<file path="config.mk">
export PLATFORM = sky130hd
export DESIGN_NAME = uart_rx_sipo
export DESIGN_NICKNAME = d
export VERILOG_FILES = /design/src/rtl/uart_rx_sipo.sv
export SDC_FILE = /design/constraint.sdc
export NUM_CORES = 1
export LEC_CHECK = 0
export ABC_CLOCK_PERIOD_IN_PS = 3700
export CORE_MARGIN = 4
export CORE_UTILIZATION = 55
export DETAILED_ROUTE_END_ITERATION = 10
export GPL_TIMING_DRIVEN = 1
export PLACE_DENSITY = 0.86
export RECOVER_POWER = 50
export SETUP_SLACK_MARGIN = 0.2
export SLEW_MARGIN = 30
export SYNTH_ARGS = -nofsm -noshare
export SYNTH_HDL_FRONTEND = slang
export SYNTH_SLANG_ARGS = --single-unit
</file>
<file path="constraint.sdc">
create_clock -name Clk -period 3.7 [get_ports Clk]
set_input_delay 0.74 -clock Clk [delete_from_list [all_inputs] [get_ports Clk]]
set_output_delay 0.74 -clock Clk [all_outputs]
set_load 0.005 [all_outputs]
</file>
<file path="src/rtl/uart_rx_sipo.sv">
// ============================================================================
//  Module   : uart_rx_sipo
//  Brief    : UART receiver. 2-flop synchroniser, mid-bit sampling, framing
//             error detection and break hold-off.
//  Revision : 1.0  initial release
// ============================================================================
`timescale 1ns/1ps
`default_nettype none

module uart_rx_sipo #(
    parameter int CLKS_PER_BIT = 16,
    parameter int DATA_BITS    = 8
) (
    input  logic                 Clk,
    input  logic                 reset,
    input  logic                 rx_in,
    output logic [DATA_BITS-1:0] data_out,
    output logic                 data_valid,
    output logic                 framing_error,
    output logic                 busy
);

    localparam int CNT_W = $clog2(CLKS_PER_BIT);
    localparam int IDX_W = (DATA_BITS > 1) ? $clog2(DATA_BITS) : 1;

    localparam logic [CNT_W-1:0] c_half_last = CNT_W'(CLKS_PER_BIT / 2 - 1);
    localparam logic [CNT_W-1:0] c_bit_last  = CNT_W'(CLKS_PER_BIT - 1);
    localparam logic [CNT_W-1:0] c_cnt_one   = CNT_W'(1);
    localparam logic [IDX_W-1:0] c_idx_last  = IDX_W'(DATA_BITS - 1);
    localparam logic [IDX_W-1:0] c_idx_one   = IDX_W'(1);

    typedef enum logic [2:0] {
        S_IDLE  = 3'd0,
        S_START = 3'd1,
        S_DATA  = 3'd2,
        S_STOP  = 3'd3,
        S_BREAK = 3'd4
    } state_t;

    state_t               r_state;
    logic                 r_rx_meta;
    logic                 r_rx_sync;
    logic [CNT_W-1:0]     r_bit_cnt;
    logic [IDX_W-1:0]     r_idx;
    logic [DATA_BITS-1:0] r_shift;

    assign busy = (r_state != S_IDLE);

    always_ff @(posedge Clk or posedge reset) begin
        if (reset) begin
            r_rx_meta     <= 1'b1;
            r_rx_sync     <= 1'b1;
            r_state       <= S_IDLE;
            r_bit_cnt     <= '0;
            r_idx         <= '0;
            r_shift       <= '0;
            data_out      <= '0;
            data_valid    <= 1'b0;
            framing_error <= 1'b0;
        end else begin
            r_rx_meta     <= rx_in;
            r_rx_sync     <= r_rx_meta;
            data_valid    <= 1'b0;
            framing_error <= 1'b0;

            case (r_state)
                S_IDLE: begin
                    if (!r_rx_sync) begin
                        r_state   <= S_START;
                        r_bit_cnt <= '0;
                    end
                end

                // Re-check the start bit at its centre to reject short glitches
                S_START: begin
                    if (r_bit_cnt == c_half_last) begin
                        r_bit_cnt <= '0;
                        r_idx     <= '0;
                        r_state   <= r_rx_sync ? S_IDLE : S_DATA;
                    end else begin
                        r_bit_cnt <= r_bit_cnt + c_cnt_one;
                    end
                end

                // LSB arrives first, so shift right with new bits at the MSB
                S_DATA: begin
                    if (r_bit_cnt == c_bit_last) begin
                        r_bit_cnt <= '0;
                        r_shift   <= {r_rx_sync, r_shift[DATA_BITS-1:1]};
                        if (r_idx == c_idx_last) begin
                            r_idx   <= '0;
                            r_state <= S_STOP;
                        end else begin
                            r_idx <= r_idx + c_idx_one;
                        end
                    end else begin
                        r_bit_cnt <= r_bit_cnt + c_cnt_one;
                    end
                end

                S_STOP: begin
                    if (r_bit_cnt == c_bit_last) begin
                        r_bit_cnt <= '0;
                        if (r_rx_sync) begin
                            data_out   <= r_shift;
                            data_valid <= 1'b1;
                            r_state    <= S_IDLE;
                        end else begin
                            framing_error <= 1'b1;
                            r_state       <= S_BREAK;
                        end
                    end else begin
                        r_bit_cnt <= r_bit_cnt + c_cnt_one;
                    end
                end

                // Hold off until the line returns high so a break is one error
                S_BREAK: begin
                    if (r_rx_sync) begin
                        r_state <= S_IDLE;
                    end
                end

                default: r_state <= S_IDLE;
            endcase
        end
    end

endmodule

`default_nettype wire

</file>
Word level (Yosys, flattened, before mapping) --
Cells that the tools add are included.
Storage, ports and cells: input port bits 3, word-level logic and storage cells 57, bits in registers 30, output and inout bits 11
Cells by class: add/subtract/negate cells 2, reductions and logical operators 10, eq/ne operators 13, mux-type cells 23
Operator list (count):
- 2-to-1 mux 3 bit | 10
- case mux 3 bit (5 select lines) | 1
- 2-to-1 mux 4 bit | 3
- != test 2 bit (second input constant) | 6
- case mux 4 bit (3 select lines) | 1
- equality test 3 x 2 -> 1 bit (second input constant) | 2
- equality test 3 bit (second input constant) | 2
- 2-to-1 mux 1 bit | 6
- case mux 3 bit (2 select lines) | 1
- AND reduction 3 bit | 2
- AND reduction 6 bit | 1
- nonzero test 3 bit | 2
- adder 4 x 1 -> 4 bit (second input constant) | 1
- equality test 4 x 3 -> 1 bit (second input constant) | 1
- equality test 4 bit (second input constant) | 1
- AND reduction 2 bit | 2
- adder 3 x 1 -> 3 bit (second input constant) | 1
- equality test 3 x 1 -> 1 bit (second input constant) | 1
- logical NOT 3 bit | 1
- 2-to-1 mux 2 bit | 1
- nonzero test 2 bit | 1
- OR reduction 2 bit | 1

Longest topological paths before layout --
Gate-level depths: netlist of the first run.
depth in word-level cells 4, depth in mapped cells 5, mapped depth without buffers 5

Worst setup path after synthesis of the first run --
No wires, ideal clock.
path type register to register, from reg r_bit_cnt[0], to reg data_out[0], path buffers 1, period minus slack after synthesis 1.669 ns, data required time 3.575 ns, library setup time 0.125 ns, slack 2.031 ns, data arrival time 1.544 ns, cell stages (with the launch flop) 6, cells stage by stage dfrtp_1 -> ha_1 -> clkbuf_2 -> nand4b_2 -> nor3_4 -> mux2_2
On the way: word-level cells in the longest chain between the ends 2
RTL lines:
- start: declaration | RTL line 43 | logic [CNT_W-1:0] r_bit_cnt;
- start signal: assignment | RTL line 81 | r_bit_cnt <= r_bit_cnt + c_cnt_one;
- start signal: assignment | RTL line 97 | r_bit_cnt <= r_bit_cnt + c_cnt_one;
- start signal: assignment | RTL line 113 | r_bit_cnt <= r_bit_cnt + c_cnt_one;
- equality test 4 bit | RTL line 102 | if (r_bit_cnt == c_bit_last) begin
- AND reduction 3 bit (no source line)
- end signal: assignment | RTL line 105 | data_out <= r_shift;
- end: declaration | RTL line 17 | output logic [DATA_BITS-1:0] data_out,
Every way passes these cells. A chain may end at the register's enable or synchronous reset.

Worst setup path in the final report of the first run --
from reg r_state[1], to out busy
On the way: word-level cells in the longest chain between the ends 1
RTL lines:
- start: declaration | RTL line 40 | state_t r_state;
- start signal: assignment | RTL line 79 | r_state <= r_rx_sync ? S_IDLE : S_DATA;
- nonzero test 3 bit | RTL line 47 | assign busy = (r_state != S_IDLE);
- end: declaration | RTL line 20 | output logic busy
Every way passes these cells.

==> out/metrics.cfg, run 1 <==
[final_layout]
final_net_count = 126
area_growth_pct = 17.2
layout-drive-gt1-share_pct = 27.3
final_cells = 149
fin_area_um2 = 1600
antenna_cells = 0

[timing]
drv_slew = 0
setup_violations = 0
fin_crit_ns = 2.42
tns_ns = 0
relSlewSlack_pct = 29.4
fmax_mhz = 413
rsz0062_at_grt = false
hold_viol = 0
fin_ws_ns = 1.28
finalCritPeriodShare_pct = 65.5
worstMarginPinSlew_ns = 1.06
clock_skew_ns = 0.0122
hold-worst-slack_ns = 0.360

[logic_synthesis]
avgSynthCellArea_um2 = 12.9
yosysTopAreaCell = dfrtp_1
synth-seq-cells = 30
synth_edf_count = 0
yosys-top-cells-area = dfrtp_1 (51%), mux2_2 (13%), dfstp_2 (3.8%)
yosys_warnings = 0
syn_nets = 112
postSynthCellCount = 106
synth_cell_type_count = 38
synth_top_area_share_pct = 51.3
async_flop_share_pct = 100
synthesis.area_um2 = 1370
synth-main-ff-cell = dfrtp_1
synth-seq-area-share_pct = 55.1

[placed_design]
preCtsSetupSlack_ns = 1.64
port_buffers = 13
place_hpwl_um = 1560
placedInstanceArea_um2 = 1490
gp_congestion = 0.843
dp_cells = 141

[floorplan]
die-width_um = 57.8
die_area_um2 = 3350
die_h_um = 57.8
initial_core_util_pct = 59.5
placementRows = 17
core-area_um2 = 2300
ioPinCount = 14

[grt]
gr-total-overflow = 0
grt_max_degree = 31
grt_pass1_vias = 856
grt_pass1_wl_um = 3990
gr-usage-all-layers_pct = 16.1
antenna_found_initial = 0

[setup_path]
crit_arrival_ns = 1.68
ff2ff_path_depth = 4
regToRegSetupSlack_ns = 1.81
r2r-end = data_out[0]
cp.required_ns = 2.96
critPathKind = register to output port
crit_path_end_kind = output port
crit_fanout = 11
slowest_delay_ns = 0.50
crit_chain = nor2_1 > nand2_1 > clkdlybuf4s50_1
cp_slowest_cell = dfrtp_1
startpoint_type = register
rr_startpoint = r_bit_cnt[0]

[clocking]
max-clock-path-buffers = 2
hold_buffers = 0
insertion_delay_ns = 0.32
cts_resized = 0
postCtsSetupBuffers = 0
clock_sinks = 30
clk_pin_slew_ns = 0.10
cts_tree = built
cts_inserted_buffers = 5
cts_max_level = 2
cts_root_buf = clkbuf_4

[outcome]
status = complete, no violations

[hold_path]
min_path_cells = 0
min_from = r_rx_meta
hold_end = r_rx_sync
worstHoldPathType = register to register

[route]
post-route-drc-count = 0
drt-vias-per-instance = 5.65
final_antenna_net_count = 0
vias = 842
drt-total-wl_um = 2260
wire_per_inst_um = 15.2
drt_iter0_markers = 13
drt_first_pass_iters = 4

[power]
power_leakage_nw = 0.730
irDropWorstVdd_uv = 577
p_per_area_nw_per_um2 = 606

[run]
max_cap_violations = 0

routing by layer:
| layer | global-route usage, % | share of wire [%] | wire (um) | up-vias |
|---|---|---|---|---|
| met5 | 0 | 0 | 0 | - |
| met4 | 6.95 | 0.84 | 19 | 0 |
| met3 | 5.79 | 4.7 | 106 | 2 |
| met2 | 25.0 | 49 | 1100 | 22 |
| met1 | 20.2 | 46 | 1030 | 419 |
| li1 | - | - | - | 399 |
worst max-delay path: cells and delay by family, from the launching register on:
family                 cells  cell delay, ns
buffers and inverters      1            0.45
flip-flops                 1            0.50
AND/OR/NAND/NOR            2            0.42
through the flow:
step	util, %	power [mW]
after global routing	69.7	1.03
after floorplan	-	0.605
after detailed placement	64.9	0.633
final	69.7	0.970
after CTS	69.7	0.979
after global placement	64.9	0.621
placed cells by master (no fill, tap or decap), types with 2 or more instances in the layout:
cell type / n
dfrtp_1: 28
mux2_2: 16
clkdlybuf4s50_1: 11
inv_1: 6
nand2_1: 6
nor2_1: 5
clkbuf_4: 5
mux2i_1: 3
a22o_1: 3
ha_1: 3
nand3b_1: 2
nand3_1: 2
a21oi_1: 2
bufinv_16: 2
dlygate4sd3_1: 2
dfstp_2: 2
power by group:
group          internal [mW]  total [mW]  switching (mW)  leakage [nW]
sequential             0.367       0.431          0.0632         0.398
clock                  0.229       0.340           0.111        0.0585
combinational          0.103       0.200          0.0968         0.273
total                  0.700       0.970           0.271         0.730
Yosys cell counts, types with 2 or more instances:
cell and instances:
a21oi_1 2, a22o_1 3, buf_2 2, buf_6 2
dfrtp_1 28, dfstp_2 2, ha_1 3, inv_1 6
mux2_2 16, mux2i_1 3, nand2_1 6, nand3_1 2
nand3b_1 2, nor2_1 5
final cells by class:
type / instances / area [um^2]
clock inverter: 2 / 60.1
inverter: 6 / 22.5
multi-input combinational: 64 / 549
timing repair buffer: 13 / 130
clock buffer: 6 / 51.3
sequential: 30 / 753
tap: 28 / 35.0
fill: 173 / 696
state kept, by name, summed over array words and instances (netlist names), 3 cells and up:
signal,count
data_out,8
r_idx,3
r_state,3
r_bit_cnt,4
r_shift,8
worst max-delay path by stage:
stage                 start          end  slack, ns  depth (start not counted)
6_report         r_state[1]         busy       1.28                          3
5_1_grt          r_state[1]         busy       1.14                          3
4_1_cts          r_state[1]         busy       1.27                          3
3_5_place_dp     r_state[1]         busy       1.64                          3
3_3_place_gp     r_state[1]         busy       1.68                          3
2_1_floorplan  r_bit_cnt[0]  data_out[0]       2.03                          5
cell families (layout without fill, tap and decap cells):
| group | Yosys count | count (layout) | share of synthesized area [%] |
|---|---|---|---|
| buf+inv | 12 | 27 | 4.67 |
| compound gates | 12 | 12 | 7.79 |
| mux | 20 | 20 | 16.5 |
| fa+ha+maj | 3 | 3 | 2.75 |
| flops | 30 | 30 | 55.1 |
| simple gates | 28 | 28 | 12.5 |
| xor+xnor | 1 | 1 | 0.641 |
No activity file was read; power rests on OpenSTA's default activity.
==> run 2: changes to the inputs <==
Settings changed: ABC_CLOCK_PERIOD_IN_PS 3700 to 2200, CORE_UTILIZATION 55 to 49, PLACE_DENSITY 0.86 to 0.81.
Clock period 3.7 ns to 2.2 ns, I/O delays scaled along.
==> run 2 against run 1 <==
Net effect: die area rose by 11%; utilization fell by 8.2 points; hold slack got worse by 0.017 ns; clock skew rose by 0.00095 ns; sequential power rose by 68%; design area fell by 1.4%; clock power barely moved; routed wire length fell by 1.1%; first-iteration DRC count rose by 140%; clock-buffer cell count did not move; setup slack got worse by 1.0 ns.
==> out/metrics.cfg, run 2 (synthesis results as in run 1) <==
[grt]
gr-usage-met3_pct = 5.74  ; -0.046 points
antenna_found_initial = 0  ; unchanged
gr-total-overflow = 0  ; unchanged
grt_use_met1_pct = 18.7  ; -1.5 points
gr-max-usage-layer = met2
met2_usage_pct = 20.9  ; -4.1 points
grt_pass1_vias = 814  ; -4.9%
grt_max_degree = 31  ; unchanged
grt_pass1_wl_um = 3770  ; -5.5%
gr-usage-all-layers_pct = 14.2  ; -1.9 points

[setup_path]
startpoint_type = register
critPathKind = register to output port
crit_path_end_kind = output port
regToRegSetupSlack_ns = 0.36  ; -1.45 ns
crit_fanout = 10  ; -1
crit_arrival_ns = 1.51  ; -0.17 ns
cp.required_ns = 1.76  ; -1.20 ns

[final_layout]
layout-drive-gt1-share_pct = 30.6  ; +3.4 points
final-seq-area_um2 = 756  ; +0.33%
fin_area_um2 = 1580  ; -1.4%
layout_common_cells = dfrtp_1 (26), mux2_2 (16), clkdlybuf4s50_1 (11)
antenna_cells = 0  ; unchanged
final_common_cell = dfrtp_1
n_fill_cell = 211  ; +22%
top_regs = data_out (8), r_shift (8), r_bit_cnt (4)
area_growth_pct = 15.6
final_net_count = 129  ; +2.4%
multi_input_area_um2 = 549  ; unchanged

[clocking]
cts_max_level = 2  ; unchanged
cts_inserted_buffers = 5  ; unchanged
cts_root_buf = clkbuf_4
insertion_delay_ns = 0.32  ; about the same
clock_sinks = 30  ; unchanged
max-clock-path-buffers = 2  ; unchanged
clk_pin_slew_ns = 0.10  ; about the same
postCtsSetupBuffers = 0  ; unchanged
cts_tree = built

[timing]
drv_slew = 0  ; unchanged
clock_skew_ns = 0.0131  ; +0.000949 ns
fin_crit_ns = 1.95
rsz0062_at_grt = false
worstMarginPinSlew_ns = 0.714  ; -0.344 ns
finalCritPeriodShare_pct = 88.5
tns_ns = 0  ; unchanged
setup_violations = 0  ; unchanged
fmax_mhz = 514
hold_viol = 0  ; unchanged
relSlewSlack_pct = 52.4  ; +23 points

[route]
post-route-drc-count = 0  ; unchanged
drt-vias-per-instance = 5.56  ; -1.6%
drt_iter0_markers = 31  ; +18
vias = 856  ; +1.7%
wire_per_inst_um = 14.5  ; -4.3%
drt-total-wl_um = 2230  ; -1.1%
drt_first_pass_iters = 4  ; unchanged
final_antenna_net_count = 0  ; unchanged

[power]
irDropWorstVdd_uv = 716  ; +24%
power_leakage_nw = 0.718  ; -1.6%
combPwrFrac_pct = 24.0  ; +3.4 points
p_sw_mw = 0.453  ; +67%
clkPwrFrac_pct = 24.3  ; -11 points
p_per_area_nw_per_um2 = 890  ; +47%
p_seq_share_pct = 51.7  ; +7.3 points
switching_share_pct = 32.2  ; +4.3 points
p_int_mw = 0.953  ; +36%

[floorplan]
initial_core_util_pct = 53.2  ; -6.3 points
core-area_um2 = 2570  ; +12%
die_h_um = 60.8  ; +5.1%
die-width_um = 60.8  ; +5.1%
placementRows = 18  ; +1
die_area_um2 = 3700  ; +11%
ioPinCount = 14  ; unchanged

[placed_design]
port_buffers = 13  ; unchanged
gp_congestion = 0.757  ; -10%
place_hpwl_um = 1580  ; +1.5%
placedInstanceArea_um2 = 1520  ; +1.7%

[run]
max_cap_violations = 0  ; unchanged

[hold_path]
worstHoldPathType = register to register

[outcome]
status = complete, no violations

[run 2: power groups by stage]
stage / registers [mW] / logic [mW] / clock network [mW]
floorplan: 0.660 / 0.358 / 0
global placement: 0.727 / 0.318 / 0
detailed placement: 0.733 / 0.338 / 0
CTS: 0.724 / 0.342 / 0.360
global route: 0.737 / 0.371 / 0.390
finish: 0.726 / 0.338 / 0.342
[run 2: critical path, stage by stage, from the launching register on]
cell             delay [ns]
dfrtp_1                0.50
nor2_1                 0.11
nand2_1                0.08
clkdlybuf4s50_1        0.50
[run 2: stage by stage]
step | setup slack [ns] | utilization (%) | std cells | hold WS (ns) | power [mW]
floorplan | 0.531 | - | 106 | 0.345 | 1.02
global placement | 0.408 | 59.0 | 146 | 0.347 | 1.04
detailed placement | 0.301 | 59.0 | 146 | 0.347 | 1.07
CTS | 0.222 | 61.5 | 154 | 0.346 | 1.43
global route | 0.124 | 61.5 | 154 | 0.357 | 1.50
finish | 0.253 | 61.5 | 154 | 0.342 | 1.41
[run 2: cell type report]
class | instances | share of cell area, %
clock buffers | 6 | 3.25
clock inverters | 2 | 0.792
inverters | 6 | 1.43
multi-input cells | 64 | 34.8
flip-flops and latches | 30 | 47.9
well taps | 30 | 2.38
repair buffers | 16 | 9.51
[run 2: path summary, 6_finish.rpt]
check	depth (start not counted)	start	end
hold / removal	0	r_rx_meta	r_rx_sync
min in group asynchronous	3	reset	r_idx[1]
hold reg to reg	0	r_rx_meta	r_rx_sync
setup reg to reg	4	r_bit_cnt[0]	r_shift[5]
max in group asynchronous	3	reset	r_state[2]
setup / recovery	3	r_state[0]	busy
[run 2: what timing repair did]
item                                    4_1_cts  5_1_grt
resized for setup                             1        3
endpoints found under the setup margin        1        2
pin swaps                                     0        1
hold buffers                                  0        0
hold endpoints to repair                      0        0
[run 2: layer usage]
layer / wire length (um) / share of wire, %
met5: 0 / 0
met4: 38 / 1.7
met3: 74 / 3.3
met2: 1120 / 50
met1: 1000 / 45
